==> config.mk <==
export PLATFORM = sky130hd
export DESIGN_NAME = bp_be_branch_resolve
export DESIGN_NICKNAME = d
export VERILOG_FILES = /design/src/rtl/bp_be_branch_resolve.sv
export SDC_FILE = /design/constraint.sdc
export NUM_CORES = 1
export LEC_CHECK = 0
export ABC_AREA = 0
export CORE_MARGIN = 5
export CORE_UTILIZATION = 48
export DETAILED_ROUTE_END_ITERATION = 12
export GPL_ROUTABILITY_DRIVEN = 1
export PLACE_DENSITY = 0.92
export SLEW_MARGIN = 10
export SYNTH_ARGS = -nofsm -noshare
export SYNTH_HDL_FRONTEND = slang
export SYNTH_SLANG_ARGS = --single-unit
==> constraint.sdc <==
create_clock -name clk_i -period 4.9 [get_ports clk_i]
set_input_delay 1.47 -clock clk_i [delete_from_list [all_inputs] [get_ports clk_i]]
set_output_delay 1.47 -clock clk_i [all_outputs]
set_load 0.005 [all_outputs]
==> src/rtl/bp_be_branch_resolve.sv <==
// Branch resolution for the execute stage.
// Tracks the architectural next PC, classifies each executing instruction as
// on-path (commit) or wrong-path (poison), and on a mispredict issues a
// one-cycle flush plus a redirect command to the frontend over valid/ready.
// All outputs are registered: results appear one cycle after ex_v_i.

module bp_be_branch_resolve #(
  parameter int unsigned               vaddr_width_p = 39,
  parameter logic [vaddr_width_p-1:0]  boot_pc_p     = vaddr_width_p'(39'h0_0010_0000),
  parameter int unsigned               ctr_width_p   = 16
) (
  input  logic                     clk_i,
  input  logic                     reset_i,

  input  logic                     ex_v_i,
  input  logic [vaddr_width_p-1:0] ex_pc_i,
  input  logic [vaddr_width_p-1:0] br_tgt_i,
  input  logic [vaddr_width_p-1:0] npc_pred_i,

  output logic                     commit_v_o,
  output logic                     poison_v_o,
  output logic                     flush_o,

  output logic                     cmd_v_o,
  input  logic                     cmd_ready_i,
  output logic [vaddr_width_p-1:0] cmd_pc_o,

  output logic [ctr_width_p-1:0]   mispredict_cnt_o
);

  typedef enum logic [1:0] {
    e_run,
    e_redirect,
    e_resume
  } state_e;

  state_e                   state_q;
  logic [vaddr_width_p-1:0] expected_pc_q;
  logic                     commit_q;
  logic                     poison_q;
  logic                     flush_q;
  logic                     cmd_v_q;
  logic [vaddr_width_p-1:0] cmd_pc_q;
  logic [ctr_width_p-1:0]   cnt_q;

  logic on_path;
  logic mispredict;
  logic cnt_sat;

  // Full-width PC compare against the architecturally expected PC.
  always_comb begin
    on_path    = ex_v_i && (ex_pc_i == expected_pc_q);
    mispredict = on_path && (br_tgt_i != npc_pred_i);
    cnt_sat    = &cnt_q;
  end

  // Resolution FSM with registered outputs.
  always_ff @(posedge clk_i or negedge reset_i) begin
    if (!reset_i) begin
      state_q       <= e_resume;
      expected_pc_q <= boot_pc_p;
      commit_q      <= 1'b0;
      poison_q      <= 1'b0;
      flush_q       <= 1'b0;
      cmd_v_q       <= 1'b0;
      cmd_pc_q      <= '0;
      cnt_q         <= '0;
    end else begin
      // Per-instruction status and flush are single-cycle pulses.
      commit_q <= 1'b0;
      poison_q <= 1'b0;
      flush_q  <= 1'b0;

      unique case (state_q)
        // Resume behaves like run, except it only leaves once an on-path
        // instruction shows up; wrong-path arrivals keep it waiting.
        e_run, e_resume: begin
          if (ex_v_i) begin
            if (on_path) begin
              commit_q      <= 1'b1;
              expected_pc_q <= br_tgt_i;
              if (mispredict) begin
                flush_q  <= 1'b1;
                cmd_v_q  <= 1'b1;
                // Issued even when equal to the current expected PC.
                cmd_pc_q <= br_tgt_i;
                if (!cnt_sat) begin
                  cnt_q <= cnt_q + ctr_width_p'(1);
                end
                state_q <= e_redirect;
              end else begin
                state_q <= e_run;
              end
            end else begin
              poison_q <= 1'b1;
            end
          end
        end

        // Everything in flight is wrong-path until the frontend takes the
        // redirect, including the instruction in the handshake cycle.
        e_redirect: begin
          poison_q <= ex_v_i;
          if (cmd_v_q && cmd_ready_i) begin
            cmd_v_q <= 1'b0;
            state_q <= e_resume;
          end
        end

        default: begin
          state_q <= e_resume;
          cmd_v_q <= 1'b0;
        end
      endcase
    end
  end

  assign commit_v_o       = commit_q;
  assign poison_v_o       = poison_q;
  assign flush_o          = flush_q;
  assign cmd_v_o          = cmd_v_q;
  assign cmd_pc_o         = cmd_pc_q;
  assign mispredict_cnt_o = cnt_q;

`ifndef SYNTHESIS
  // An instruction is either committed or poisoned, never both.
  commit_poison_excl: assert property (@(posedge clk_i) disable iff (!reset_i)
    !(commit_v_o && poison_v_o));

  // A pending redirect must not change until accepted.
  cmd_hold: assert property (@(posedge clk_i) disable iff (!reset_i)
    (cmd_v_o && !cmd_ready_i) |=> (cmd_v_o && $stable(cmd_pc_o)));

  // Flush only ever accompanies a freshly raised redirect.
  flush_with_cmd: assert property (@(posedge clk_i) disable iff (!reset_i)
    flush_o |-> cmd_v_o);
`endif

endmodule

* Word-level counts from Yosys, hierarchy flattened
Index checks and enable logic that the tools add are counted.
** Word-level totals
- Register bits after elaboration :: 100
- Input bits :: 121
- Output and inout bits :: 59
- Logic and storage cells :: 49
** Cells by class
- Add/subtract/negate cells :: 1
- Equality and inequality tests :: 8
- Multiplexer cells :: 20
- Bitwise operators :: 1
- Reduce and logical (&&, ||, !) cells :: 11
** Operators with widths (number)
- $eq 39x39->1 :: 1
- $ne 39x39->1 :: 1
- $add 16x1->16 const B :: 1
- $reduce_and 16->1 :: 1
- $mux 1 :: 14
- $ne 2x2->1 const B :: 4
- $reduce_and 4->1 :: 2
- $mux 2 :: 3
- $reduce_and 3->1 :: 2
- $reduce_and 5->1 :: 1
- $pmux 1 s2 :: 2
- $pmux 2 s2 :: 1
- $logic_and 1x1->1 :: 3
- $eq 2x1->1 const B :: 1
- $eq 2x2->1 const B :: 1
- $logic_not 2->1 :: 1
- $reduce_or 2->1 :: 1
- $not 1->1 :: 1

* Longest topological paths before layout
Gate-level depths: netlist (run 1).
- Word-level depth :: 7
- Mapped depth :: 8
- Depth with buffers taken out :: 7

* Least setup slack after synthesis (run 1)
OpenSTA, ideal clock, no wires.
- Kind :: input -> register
- Start :: input ex_pc_i[38]
- End :: register cmd_pc_q[0], in the netlist cmd_pc_o[0]
- Setup time :: 0.128 ns
- Arrival time :: 3.157 ns
- Data required time :: 4.772 ns
- Setup slack :: 1.615 ns
- Stages on the path :: 7
- Path buffers :: 1
- Cells stage by stage :: xor2_1 nor4_2 nand4_1 nor4_4 nand2_1 buf_2 mux2_1
** Between the ends
- Cells in the longest elaborated chain, start to end :: 4
** Ends and longest elaborated chain
- start, declared :: line 16 : input logic [vaddr_width_p-1:0] ex_pc_i,
- $eq 39x39->1 * :: line 52 : on_path = ex_v_i && (ex_pc_i == expected_pc_q);
- $logic_and 1x1->1 * :: line 52
- $logic_and 1x1->1 :: line 53 : mispredict = on_path && (br_tgt_i != npc_pred_i);
- $reduce_and 4->1 (no line) *
- end signal, assigned :: line 86 : cmd_pc_q <= br_tgt_i;
- end, declared :: line 43 : logic [vaddr_width_p-1:0] cmd_pc_q;
Every way passes the cells marked *; elsewhere a longest branch is shown, timed or not.
A chain may end at the register's enable or synchronous reset.

* Final worst setup path (run 1)
- Start :: input ex_pc_i[24]
- End :: register cmd_pc_q[31], in the netlist cmd_pc_o[31]
The elaborated chain is that of the path after synthesis.

==> flow_metrics.env, run 1 <==
export IMPL_port_buffers=179
export IMPL_drive_gt1_share_pct=5.97
export IMPL_core_area_um2=9820
export IMPL_die_w_um=111
export IMPL_hold_buffers=0
export IMPL_num_rows=36
export IMPL_critPathArrivalTime_ns=4.12
export IMPL_p_leak_nw=3.32
export IMPL_synthMuxAreaShare_pct=10.6
export IMPL_htree_levels=3
export IMPL_final_cell_mix="178 x clkdlybuf4s50_1, 106 x nand2_1, 98 x dfrtp_1"
export IMPL_synth_adder_area_share_pct=0.258
export IMPL_syn_avg_cell_area_um2=10.9
export IMPL_layout_nets=754
export IMPL_post_cts_resized=0
export IMPL_cts_root_buf="clkbuf_8"
export IMPL_final_min_clock_period_ns=3.88
export IMPL_clkTransAtPathRegs_ns=0.10
export IMPL_r2r_end="cmd_pc_o[31]"
export IMPL_ant_nets=0
export IMPL_final_common_cell="clkdlybuf4s50_1"
export IMPL_grt_max_degree=78
export IMPL_skew_ns=0.0129
export IMPL_antenna_found_initial=0
export IMPL_synth_cell_area_um2=4850
export IMPL_area_delta_synth_final_pct=44.8
export IMPL_grt_pass1_wl_um=24000
export IMPL_hold_end="expected_pc_q[20]"
export IMPL_reg2reg_depth=8
export IMPL_setup_ws_ns=1.02
export IMPL_wl_um=14800
export IMPL_synthSimpleGateAreaFrac_pct=18.7
export IMPL_hold_depth=2
export IMPL_yosysWarnings=0
export IMPL_place_congestion=0.878
export IMPL_r2r_slack_ns=2.13
export IMPL_ys_seq_area_share_pct=51.6
export IMPL_cts_tree="built"
export IMPL_ir_drop_v=0.000177
export IMPL_netlist_cell_type_count=31
export IMPL_place_ws_ns=0.721
export IMPL_cts_buffers=9
export IMPL_finalHoldViolCount=0
export IMPL_setup_viol=0
export IMPL_dieHeight_um=111
export IMPL_route_detailed_drc=0
export IMPL_fin_tns_setup_ns=0
export IMPL_wl_per_cell_um=19.2
export IMPL_rsz0062_at_grt="false"
export IMPL_min_path_type="flop to flop"
export IMPL_syn_inst=446
export IMPL_synth_fp_nets=568
export IMPL_power_density_nw_per_um2=223
export IMPL_cp_start_kind="input port"
export IMPL_synth_compound_area_share_pct=1.01
export IMPL_vias=4133
export IMPL_synth_top_family_by_area="simple AND/OR/NAND/NOR gates"
export IMPL_overflow=0
export IMPL_yosys_register_bits=100
export IMPL_tightest_slew_ns=0.937
export IMPL_via_per_inst=5.37
export IMPL_clockBufferDepth=2
export IMPL_diodes=0
export IMPL_rr_startpoint="expected_pc_q[24]"
export IMPL_firstDrtPassIters=4
export IMPL_grt_util_all_layers_pct=24.5
export IMPL_cts_setup_buffers=0
export IMPL_min_period_over_period_pct=79.2
export IMPL_fp_dieArea_um2=12200
export IMPL_end_kind="flop"
export IMPL_dp_hpwl_um=11700
export IMPL_worst_path_max_fanout=23
export IMPL_drt_iter0_markers=189
export IMPL_min_from="expected_pc_q[20]"
export IMPL_initial_core_util_pct=49.4
export IMPL_ioPinCount=180
export IMPL_slew_violations=0
export IMPL_status="completed"
export IMPL_clk_insertion_delay_late_ns=0.37
export IMPL_max_slew_margin_pct=37.5
export IMPL_cp_data_required_time_ns=5.14
export IMPL_max_freq_mhz=258
export IMPL_criticalPathCategory="input port to flop"
export IMPL_cts_sinks=100
export IMPL_synth_xor_xnor_area_share_pct=16.4
export IMPL_maxCapViolCount=0
export IMPL_grt_pass1_vias=4593
-- kinds of logic (layout without fill, tap and decap cells) --
| family | after synthesis | in the layout |
|---|---|---|
| XOR/XNOR | 91 | 91 |
| flip-flops | 100 | 100 |
| buffers and inverters | 16 | 207 |
| AND/OR/NAND/NOR | 185 | 185 |
| adder cells (fa/ha/maj) | 1 | 1 |
| multiplexers | 46 | 46 |
| AO/OA/AOI/OAI | 7 | 7 |
-- power by group --
group / switching, mW / internal, mW
clock network: 0.301 / 0.243
registers: 0.000112 / 0.825
logic: 0.0791 / 0.115
-- synth_stat cells --
cell | number | share of area [%]
nor2_1 | 5 | 0.39
nor4_1 | 17 | 2.2
nand2_1 | 107 | 8.3
a2bb2oi_1 | 1 | 0.18
nor3_1 | 1 | 0.10
nand4_1 | 23 | 3.0
nand2b_1 | 1 | 0.13
xor2_1 | 40 | 7.2
nor4_2 | 2 | 0.52
dfstp_2 | 2 | 1.1
or4_1 | 1 | 0.15
mux2i_1 | 1 | 0.21
dfrtp_1 | 98 | 51
ha_1 | 1 | 0.26
and3_1 | 7 | 0.90
a211oi_1 | 2 | 0.31
o21ai_0 | 1 | 0.10
a21o_1 | 1 | 0.15
a31oi_1 | 2 | 0.26
nand4b_1 | 2 | 0.36
nor4b_1 | 1 | 0.18
mux2_2 | 6 | 1.4
nor4_4 | 1 | 0.44
clkbuf_1 | 7 | 0.54
nand3_1 | 10 | 1.0
buf_2 | 6 | 0.62
and2_1 | 4 | 0.52
and4_1 | 3 | 0.54
xnor2_1 | 51 | 9.2
mux2_1 | 39 | 9.0
inv_1 | 3 | 0.23
-- through the flow --
stage               std cells  hold WS, ns  area, um^2  utilization (%)  power [mW]
finish                    770        0.475        7030             71.6        1.56
global route              770        0.516        7030             71.6        1.63
CTS                       770        0.478        7030             71.6        1.57
detailed placement        754        0.466        6820             69.5        1.04
global placement          754        0.451        6820             69.5        1.03
floorplan                 446        0.441        4850                -       0.888
-- per-layer routing --
metal / wire length (um) / GRT usage [%] / vias up
met1: 6190 / 31.4 / 2012
met2: 7120 / 40.3 / 187
met3: 857 / 4.05 / 42
li1: - / - / 1892
met5: 0 / 0 / -
met4: 625 / 12.2 / 0
-- layout make-up --
type                    count  area (um^2)
fillers                   749         2790
multi-input cells         330         2280
repair buffers            188         1860
well taps                 133          166
inverters                   3         11.3
clock inverters             7         81.3
clock buffers               9          124
flip-flops and latches    100         2500
-- worst max-delay path: stages --
cell and delay (ns):
clkdlybuf4s50_1 0.42, xor2_1 0.15, nor4_1 0.60, nand4_1 0.24
nor4_4 0.20, buf_4 0.31, nand2_2 0.09, buf_4 0.24
mux2_1 0.38
-- state kept, by name (all words and copies together) (netlist names) --
name and cells:
expected_pc_q 39, cmd_pc_o 39, mispredict_cnt_o 16, state_q 2
flush_o 1, commit_v_o 1, poison_v_o 1, cmd_v_o 1
-- how the worst max path moves through the flow --
stage	cells past startpoint	from	end	slack, ns
2_1_floorplan	7	ex_pc_i[38]	cmd_pc_o[0]	1.62
3_3_place_gp	9	ex_pc_i[38]	cmd_pc_o[12]	0.82
3_5_place_dp	9	ex_pc_i[38]	cmd_pc_o[31]	0.72
4_1_cts	9	ex_pc_i[38]	cmd_pc_o[31]	1.10
5_1_grt	9	ex_pc_i[38]	cmd_pc_o[20]	1.00
6_report	9	ex_pc_i[24]	cmd_pc_o[31]	1.02
Power figures use the tool's default switching activity.
==> run 2: changes to the inputs <==
--- a/config.mk
+++ b/config.mk
@@ -7,10 +7,10 @@
 export LEC_CHECK = 0
 export ABC_AREA = 0
 export CORE_MARGIN = 5
-export CORE_UTILIZATION = 48
+export CORE_UTILIZATION = 45
 export DETAILED_ROUTE_END_ITERATION = 12
 export GPL_ROUTABILITY_DRIVEN = 1
-export PLACE_DENSITY = 0.92
+export PLACE_DENSITY = 0.87
 export SLEW_MARGIN = 10
 export SYNTH_ARGS = -nofsm -noshare
 export SYNTH_HDL_FRONTEND = slang
==> constraint.sdc (replaced) <==
create_clock -name clk_i -period 3.9 [get_ports clk_i]
set_input_delay 1.17 -clock clk_i [delete_from_list [all_inputs] [get_ports clk_i]]
set_output_delay 1.17 -clock clk_i [all_outputs]
set_load 0.005 [all_outputs]
==> flow_metrics.env, run 2 (same netlist as run 1, synthesis figures left out) <==
export IMPL_grt_max_degree=63
export IMPL_ant_nets=0
export IMPL_core_area_um2=10700
export IMPL_end_kind="flop"
export IMPL_final_cell_mix="178 x clkdlybuf4s50_1, 106 x nand2_1, 98 x dfrtp_1"
export IMPL_ir_drop_v=0.000188
export IMPL_fin_tns_setup_ns=0
export IMPL_rsz0062_at_grt="false"
export IMPL_area_delta_synth_final_pct=46.3
export IMPL_tightest_slew_ns=0.813
export IMPL_drive_gt1_share_pct=6.40
export IMPL_seqPwrFrac_pct=51.5
export IMPL_hold_depth=2
export IMPL_wl_per_cell_um=19.3
export IMPL_final_common_cell="clkdlybuf4s50_1"
export IMPL_power_density_nw_per_um2=283
export IMPL_maxCapViolCount=0
export IMPL_regArea_um2=2500
export IMPL_grt_util_all_layers_pct=23.6
export IMPL_wl_um=15100
export IMPL_fp_dieArea_um2=13000
export IMPL_cts_tree="built"
export IMPL_p_clk_share_pct=36.1
export IMPL_reg2reg_depth=7
export IMPL_hold_buffers=0
export IMPL_cp_start_kind="input port"
export IMPL_final_util_pct=66.4
export IMPL_cts_setup_buffers=0
export IMPL_swShare_pct=23.1
export IMPL_cp_data_required_time_ns=4.13
export IMPL_num_rows=38
export IMPL_cts_buffers=9
export IMPL_die_w_um=114
export IMPL_multiInputGateArea_um2=2280
export IMPL_grt_pass1_vias=4449
export IMPL_status="completed"
export IMPL_final_min_clock_period_ns=3.43
export IMPL_finalHoldViolCount=0
export IMPL_critPathArrivalTime_ns=3.66
export IMPL_cts_root_buf="clkbuf_8"
export IMPL_layout_nets=758
export IMPL_fillers=828
export IMPL_dp_hpwl_um=12000
export IMPL_diodes=0
export IMPL_clkTransAtPathRegs_ns=0.09
export IMPL_max_freq_mhz=292
export IMPL_max_slew_margin_pct=45.8
export IMPL_p_sw_uw=466
export IMPL_min_path_type="flop to flop"
export IMPL_grt_pass1_wl_um=23700
export IMPL_clk_insertion_delay_late_ns=0.36
export IMPL_setup_viol=0
export IMPL_cts_sinks=100
export IMPL_route_detailed_drc=0
export IMPL_ioPinCount=180
export IMPL_vias=4150
export IMPL_firstDrtPassIters=4
export IMPL_post_cts_resized=0
export IMPL_slew_violations=0
export IMPL_combPwrFrac_pct=12.4
export IMPL_min_period_over_period_pct=88.0
export IMPL_drt_iter0_markers=225
export IMPL_port_buffers=179
export IMPL_p_leak_nw=3.35
export IMPL_place_congestion=0.886
export IMPL_htree_levels=3
export IMPL_initial_core_util_pct=45.4
export IMPL_clockBufferDepth=2
export IMPL_overflow=0
export IMPL_via_per_inst=5.31
export IMPL_dieHeight_um=114
export IMPL_worst_path_max_fanout=21
export IMPL_antenna_found_initial=0
export IMPL_skew_ns=0.0148
export IMPL_criticalPathCategory="input port to flop"
export IMPL_p_int_mw=1.55
## run 2: cell types whose count changed in the layout (fill, tap and decap cells not counted), sizes merged
cell	before	now
bufinv	1	2
buf	10	14
clkinvlp	1	2
clkbuf	9	10
clkinv	2	1
inv	6	4
## run 2: layout make-up
type                    count  share of cell area [%]
clock buffers              10                    1.80
clock inverters             6                    1.25
inverters                   3                   0.159
multi-input cells         330                    32.2
flip-flops and latches    100                    35.3
well taps                 140                    2.47
repair buffers            192                    26.9
## run 2: metal layers
layer	share of wire (%)	GRT usage, %	vias up
met1	41	30.2	2035
met5	0	0	-
met2	48	38.9	180
li1	-	-	1903
met3	7.9	5.57	32
met4	3.2	9.42	0
## run 2: worst paths after layout
check                                  startpoint                   to  slack (ns)
worst max register to register  expected_pc_q[38]  mispredict_cnt_o[6]        1.27
min in group asynchronous                 reset_i         cmd_pc_o[13]        0.90
worst max-delay path                  ex_pc_i[38]  mispredict_cnt_o[6]        0.47
max in group asynchronous                 reset_i    expected_pc_q[20]        2.16
worst min-delay path            expected_pc_q[20]    expected_pc_q[20]        0.48
worst min register to register  expected_pc_q[20]    expected_pc_q[20]        0.48
## run 2: worst max-delay path: stages
cell and delay, ns:
clkdlybuf4s50_1 0.42, xor2_1 0.15, nor4_2 0.50, nand4_1 0.23
or4_1 0.57, buf_4 0.25, nand4b_1 0.21, xnor2_1 0.15
## run 2: power groups by stage
| stage | Sequential (mW) | Combinational [mW] | Clock [mW] |
|---|---|---|---|
| global route | 1.04 | 0.267 | 0.783 |
| finish | 1.04 | 0.250 | 0.726 |
| detailed placement | 1.06 | 0.250 | 0 |
| global placement | 1.06 | 0.244 | 0 |
| floorplan | 1.06 | 0.0583 | 0 |
| CTS | 1.04 | 0.251 | 0.740 |
## run 2: through the flow
| stage | power (mW) | instances | area (um^2) | hold WS, ns | worst slack (ns) |
|---|---|---|---|---|---|
| finish | 2.01 | 781 | 7100 | 0.480 | 0.470 |
| global route | 2.09 | 781 | 7100 | 0.510 | 0.379 |
| detailed placement | 1.31 | 765 | 6890 | 0.473 | 0.141 |
| global placement | 1.30 | 765 | 6890 | 0.454 | 0.243 |
| floorplan | 1.12 | 446 | 4850 | 0.441 | 0.915 |
| CTS | 2.03 | 781 | 7100 | 0.485 | 0.510 |
==> run 3: changes to the inputs <==
--- a/config.mk
+++ b/config.mk
@@ -11,6 +11,7 @@
 export DETAILED_ROUTE_END_ITERATION = 12
 export GPL_ROUTABILITY_DRIVEN = 1
 export PLACE_DENSITY = 0.87
+export SETUP_SLACK_MARGIN = 0.2
 export SLEW_MARGIN = 10
 export SYNTH_ARGS = -nofsm -noshare
 export SYNTH_HDL_FRONTEND = slang
==> results of run 3 <==
Same layout as run 2: the final DEF is identical, and so are final timing and power.
